`config.mk`:
```
export PLATFORM = sky130hd
export DESIGN_NAME = sequential_scaler
export DESIGN_NICKNAME = d
export VERILOG_FILES = /design/src/rtl/sequential_scaler.sv
export SDC_FILE = /design/constraint.sdc
export NUM_CORES = 1
export LEC_CHECK = 0
export BUFFER_PORTS_ARGS = -buffer_cell sky130_fd_sc_hd__buf_2
export CELL_PAD_IN_SITES_DETAIL_PLACEMENT = 0
export CELL_PAD_IN_SITES_GLOBAL_PLACEMENT = 1
export CORE_UTILIZATION = 44
export CTS_CLUSTER_SIZE = 24
export DETAILED_ROUTE_END_ITERATION = 8
export GPL_ROUTABILITY_DRIVEN = 0
export HOLD_SLACK_MARGIN = 0.05
export PLACE_DENSITY = 0.84
export SLEW_MARGIN = 20
export SYNTH_ARGS = -nofsm -noshare
export SYNTH_HDL_FRONTEND = slang
export SYNTH_SLANG_ARGS = --single-unit
```
`constraint.sdc`:
```
create_clock -name clk -period 4 [get_ports clk]
set_input_delay 0.2 -clock clk [delete_from_list [all_inputs] [get_ports clk]]
set_output_delay 0.2 -clock clk [all_outputs]
set_load 0.005 [all_outputs]
```
`src/rtl/sequential_scaler.sv`:
```
// Shift-add scaler: result = (sample * gain) >> GAIN_W, one gain bit per clock.
// Start/busy/done handshake allows back-to-back operation straight out of DONE.
module sequential_scaler #(
    parameter int SAMPLE_W = 16,
    parameter int GAIN_W   = 8
) (
    input  logic                clk,
    input  logic                rst,
    input  logic                start,
    input  logic [SAMPLE_W-1:0] sample,
    input  logic [GAIN_W-1:0]   gain,
    output logic                busy,
    output logic                done,
    output logic [SAMPLE_W-1:0] result
);

    localparam int ACC_W = SAMPLE_W + GAIN_W;
    localparam int CNT_W = (GAIN_W > 1) ? $clog2(GAIN_W) : 1;
    localparam logic [CNT_W-1:0] LAST_CNT = CNT_W'(GAIN_W - 1);

    typedef enum logic [1:0] {
        S_IDLE = 2'd0,
        S_CALC = 2'd1,
        S_DONE = 2'd2
    } state_t;

    state_t              r_state;
    state_t              w_state_next;
    logic [SAMPLE_W-1:0] r_sample;
    logic [GAIN_W-1:0]   r_gain;
    logic [ACC_W-1:0]    r_acc;
    logic [CNT_W-1:0]    r_count;
    logic [SAMPLE_W-1:0] r_result;

    logic                w_accept;
    logic                w_last;
    logic [ACC_W-1:0]    w_addend;
    logic [ACC_W-1:0]    w_acc_sum;

    // Operands are only taken when no calculation is in flight.
    assign w_accept  = start && (r_state == S_IDLE || r_state == S_DONE);
    assign w_last    = (r_count == LAST_CNT);
    assign w_addend  = r_gain[r_count] ? ({{GAIN_W{1'b0}}, r_sample} << r_count) : '0;
    assign w_acc_sum = r_acc + w_addend;

    always_comb begin
        w_state_next = r_state;
        case (r_state)
            S_IDLE:  w_state_next = start ? S_CALC : S_IDLE;
            S_CALC:  w_state_next = w_last ? S_DONE : S_CALC;
            S_DONE:  w_state_next = start ? S_CALC : S_IDLE;
            default: w_state_next = S_IDLE;
        endcase
    end

    always_ff @(posedge clk) begin
        if (rst) begin
            r_state  <= S_IDLE;
            r_sample <= '0;
            r_gain   <= '0;
            r_acc    <= '0;
            r_count  <= '0;
            r_result <= '0;
        end else begin
            r_state <= w_state_next;
            if (w_accept) begin
                r_sample <= sample;
                r_gain   <= gain;
                r_acc    <= '0;
                r_count  <= '0;
            end else if (r_state == S_CALC) begin
                r_acc   <= w_acc_sum;
                r_count <= r_count + CNT_W'(1);
                // Final partial product goes straight into the result register.
                if (w_last) begin
                    r_result <= w_acc_sum[ACC_W-1:GAIN_W];
                end
            end
        end
    end

    assign busy   = (r_state == S_CALC);
    assign done   = (r_state == S_DONE);
    assign result = r_result;

endmodule

```
# Word-level counts from Yosys, hierarchy flattened
# Index checks and enable logic that the tools add are counted.
# W data, S select, Z words.
# totals
input_bits	27
regBits	69
# classes
n_lt_le_gt_ge	1
shifts	1
n_mux	6
bitwise_logic	1
n_eq_ne	3
add_sub_neg	2
reduce_logical	6
# op_table
op	n
$add A24 B24 Y24	1
$mux W24	1
$shl A16 B3 Y24	1
$lt A3 B4 Y1 const B	1
$pmux W2 S2	1
$reduce_or A2 Y1	2
$add A3 B1 Y3 const B	1
$bmux W1 S3	1
$eq A3 B3 Y1 const B	1
$reduce_and A3 Y1	1
$eq A2 B1 Y1 const B	1
$eq A2 B2 Y1 const B	1
$logic_not A2 Y1	1
$mux W1	2
$mux W2	1
$logic_and A1 B1 Y1	1
$logic_or A1 B1 Y1	1
$not A1 Y1	1

# Longest topological paths before layout
# logic_depth
ltp_word	5
depth_mapped	15
ltp_nobuf	12

# Worst setup path after synthesis
# OpenSTA, ideal clock, no wires.
# synth_timing
path_type	reg-to-reg
startpoint	reg r_count[0]
endpoint	reg r_result[6], in the netlist result[6]
path_stages_with_launch	16
setup_ns	0.063
period_less_slack_ns	3.697
path_slack_ns	0.303
t_arrival_ns	3.634
required_time_ns	3.937
path_cell_list	dfxtp_1 buf_2 mux4_2 nand2_1 and2_1 clkbuf_1 clkbuf_1 a21oi_1 ha_1 buf_2 and4_1 nand4_1 or3_4 and3_4 or4_1 nand3_1
# synth_between
elab_chain_cells	4
word_cells_on_any_way	7
cone_classes	add/sub (1); eq/ne (1); shift (1); mux (3); reduce/logical (1)
# synth_lines
item	line_no	rtl
from (decl)	32	logic [CNT_W-1:0] r_count;
from (signal assigned)	73	r_count <= r_count + CNT_W'(1);
$bmux W1 S3	43	assign w_addend = r_gain[r_count] ? ({{GAIN_W{1'b0}}, r_sample} << r_count) : '0;
$mux W1 (not written as such)	43	
$mux W24	43	
$add A24 B24 Y24	44	assign w_acc_sum = r_acc + w_addend;
to (signal assigned)	76	r_result <= w_acc_sum[ACC_W-1:GAIN_W];
to (decl)	33	logic [SAMPLE_W-1:0] r_result;
# Several ways; a longest one is shown, not always the timed one. The select of a mux whose other input is x is not followed.
# A chain may end at the register's enable or synchronous reset.

# Worst setup path after layout
# layout_timing
startpoint	reg r_count[0]
endpoint	reg r_result[10], in the netlist result[10]
# The elaborated chain is that of the path after synthesis.

==> results.txt <==
start-to-end type of the worst setup path - reg -> reg
worst min-delay path endpoint - r_sample[2]$_SDFFE_PP0P_
post-synthesis sequential element count - 69
Root Buffer - clkbuf_8
total global routing track utilization - 23.8%
kind of launch point of the worst setup path - register
total of buffers placed on input and output ports - 44
maximum ir drop on the vdd rail - 0.177 mV
synth warn - 0
normalized max-slew margin - 33.2%
number of buffers inserted during clock tree synthesis - 9
antenna-violating nets left - 0
cell depth of the worst flop-to-flop path - 12
worst setup skew after layout - 0.00962 ns
Least-Margin Pin Slew - 0.997 ns
Crit. Startpoint - r_count[0]$_SDFFE_PP0P_
synthesized netlist net count - 671
vias in the first global route - 4205
Syn Std Cell Area - 4570 sq um
share of async-settable or async-resettable flops after synthesis - 0%
result of the run - completed
part of the power in combinational logic - 11.9%
latest clock arrival within the worst-skew pair - 0.37 ns
global-route wire length before repair - 21.0 mm
clock network fraction of total power - 40.6%
unrepaired setup endpoints after global routing - no
placed instance area - 4850 sq um
share of post-route cells with drive strength above 1 - 14.2%
average via count per standard cell - 5.78
clock tree from TritonCTS - yes
CTS hold repair buffers - 0
Row Count - 36
count of distinct cell types in the synthesized netlist - 60
post-DP HPWL - 8.54 mm
Setup-failing EPs final - 0
sum of overflow across all layers after global routing - 0
detailed-router iteration count before antenna repair - 4
NetSw - 0.000447 W
Max Clock Freq - 274 MHz
Top Ports - 45
HP Class - in -> reg
area growth from synthesis to final layout - 10.6%
portion of the post-synthesis area used by sequential elements - 30.2%
top-area cell type share of the netlist area - 30.2%
Net count, final - 688
number of antenna violations at the first check in global routing - 0
hold path startpoint - sample[2]
Post-route DRC - 0
Chip Width - 104 um
internal power contribution - 0.00107 W
post-cts sizing count - 0
Worst R2R End - result[10]$_SDFFE_PP0P_
Slew Viols, Final - 0
power density over the cells - 299 nW/um^2
largest net degree at the start of global routing - 45
shortest clock period the worst path allows after layout - 3.65 ns
delay contributed by the slowest stage of the critical path - 0.52 ns
Req. time, crit path - 4.26 ns
number of diodes - 0
most frequent cell on the critical path - nor2_1
number of clock sinks - 69
setup repair bufs after CTS - 0
H-tree Lvls - 3
Routed WL per cell - 15.5 um
Leakage - 2.02 nW
Initial Util - 46.1%
Die Y-Extent - 104 um
most instantiated flip-flop cell in the synthesis netlist - dfxtp_1
net switching share of the total power - 29.6%
maximum buffer depth of the clock tree - 2
gate count after technology mapping - 618
average instance area after synthesis - 7.40 sq um
Fin. Hold Viols - 0
number of enable-type register cells in the synthesized netlist - 0
routed vias - 4468
Power Total - 0.00151 W
post-synth top area cell - dfxtp_1
arrival time of the worst setup path - 3.91 ns
setup TNS - 0 ns
Slowest cell on crit path - mux4_2
starting DRC count in detailed routing - 185
number of violations of the max-capacitance limit - 0
Worst Hold Path Cells - 3
sort of element at the end of the critical path - register
Non-Filler Cell Area, Final - 5050 sq um
worst reg-to-reg setup slack - 0.35 ns
leading cell types by total area after synthesis - dfxtp_1 30%, nand2_1 10%, a21oi_1 8.4%
startpoint of the most critical register-to-register path - r_count[0]$_SDFFE_PP0P_
fraction of power consumed by sequential logic - 47.5%
CTS clk-pin slew, worst paths - 0.09 ns
final clock period utilization by the worst path - 91.3%
CORE AREA - 9910 sq um
Crit Path Max Fanout - 11
DRT Wirelength - 12.0 mm
cell-by-cell trace of the critical path - mux4_2, nand2_1, and2_1, buf_4, nor2_1, ha_1, a21oi_1, o21ai_0, or3_1, o2111ai_1, nor2_1, a22o_1
die outline area - 10800 sq um
## cells in the mapped netlist (all sizes together) (2+ instances only)
library cell and instances:
and4 2, and3 9, mux4 4, nand4 18
a21o 7, or3 7, a211oi 13, o211ai 9
mux2 6, xnor2 7, a211o 2, clkinv 2
xor2 3, a21oi 77, nor3 14, and2 5
nand3 38, a32oi 2, nand2b 2, a31o 3
clkbuf 39, inv 4, nor2b 6, nand2 126
a31oi 4, o31ai 2, buf 9, nor2 39
o21ai 16, ha 25, a21boi 2, or4 9
dfxtp 69, nor4 3, mux2i 14, o21a 4
## per-stage QoR
step | setup WS (ns) | instances | hold WS (ns) | utilization (%)
final | 0.348 | 773 | 0.0598 | 51.0
after global routing | 0.117 | 773 | 0.0515 | 51.0
after CTS | 0.385 | 773 | 0.0503 | 51.0
after detailed placement | 0.385 | 757 | 0.447 | 49.0
after global placement | 0.483 | 757 | 0.439 | 49.0
after floorplan | 0.303 | 618 | 0.336 | -
## layout make-up
| type | instances | area [sq um] |
|---|---|---|
| Clock buffer | 9 | 124 |
| Clock inverter | 7 | 80.1 |
| Fill cell | 1021 | 4850 |
| Inverter | 6 | 22.5 |
| Multi-Input combinational cell | 495 | 2990 |
| Sequential cell | 69 | 1380 |
| Tap cell | 133 | 166 |
| Timing Repair Buffer | 54 | 295 |
## layer usage
layer  track usage (%)  wire (um)  part of all wire (%)
met5                 0          0                     0
met2              37.5       5470                    46
met4              8.47        214                   1.8
met3              4.45        625                   5.2
met1              32.5       5660                    47
## placed cells by master, fill, tap and decap left out, types with 5 or more instances in the layout
cell | Yosys | final
a211oi_1 | 12 | 12
a21o_1 | 7 | 7
a21oi_1 | 77 | 77
and2_1 | 5 | 5
and3_1 | 8 | 8
buf_2 | 3 | 44
buf_4 | 0 | 10
clkbuf_8 | 0 | 9
dfxtp_1 | 69 | 69
ha_1 | 25 | 25
mux2_2 | 6 | 6
mux2i_1 | 14 | 14
nand2_1 | 126 | 126
nand3_1 | 38 | 38
nand4_1 | 18 | 18
nor2_1 | 39 | 39
nor2b_1 | 6 | 5
nor3_1 | 14 | 14
o211ai_1 | 9 | 9
o21ai_0 | 15 | 15
or3_1 | 6 | 6
or4_1 | 9 | 9
xnor2_1 | 7 | 7
## worst max-delay path by stage
| stage | end | slack (ns) | cells past startpoint |
|---|---|---|---|
| floorplan | result[6]$_SDFFE_PP0P_ | 0.30 | 15 |
| global placement | r_acc[19]$_SDFFE_PP0P_ | 0.48 | 11 |
| detailed placement | r_acc[21]$_SDFFE_PP0P_ | 0.39 | 11 |
| CTS | result[13]$_SDFFE_PP0P_ | 0.39 | 11 |
| global route | result[13]$_SDFFE_PP0P_ | 0.12 | 11 |
| finish | result[10]$_SDFFE_PP0P_ | 0.35 | 12 |
## cell families after synthesis
group	after synthesis	synth area share [%]
buf+inv	54	4.54
compound gates	154	20.9
flops	69	30.2
simple gates	281	28.7
xor+xnor	10	1.92
fa+ha+maj	26	7.28
mux	24	6.51
## power groups by stage
stage / sequential, W / combinational [W] / clock [W]
2_1_floorplan: 0.000730 / 0.000130 / 0
3_3_place_gp: 0.000735 / 0.000176 / 0
3_5_place_dp: 0.000736 / 0.000179 / 0
4_1_cts: 0.000720 / 0.000180 / 0.000626
5_1_grt: 0.000722 / 0.000201 / 0.000661
6_report: 0.000719 / 0.000179 / 0.000614
## sequential cells by signal, summed over array words and instances, names as in the netlist
register	flops
r_acc	24
r_sample	16
result	16
r_gain	8
r_count	3
r_state	2
## critical path, delay by kind of cell (launching register included)
| kind | cells | cell delay, ns |
|---|---|---|
| muxes | 1 | 0.52 |
| adders and majority gates | 1 | 0.41 |
| and+or+nand+nor | 5 | 1.07 |
| DFF | 1 | 0.40 |
| buffers and inverters | 1 | 0.21 |
| AOI/OAI and AO/OA | 4 | 0.93 |
(Power assumes the default switching activity.)
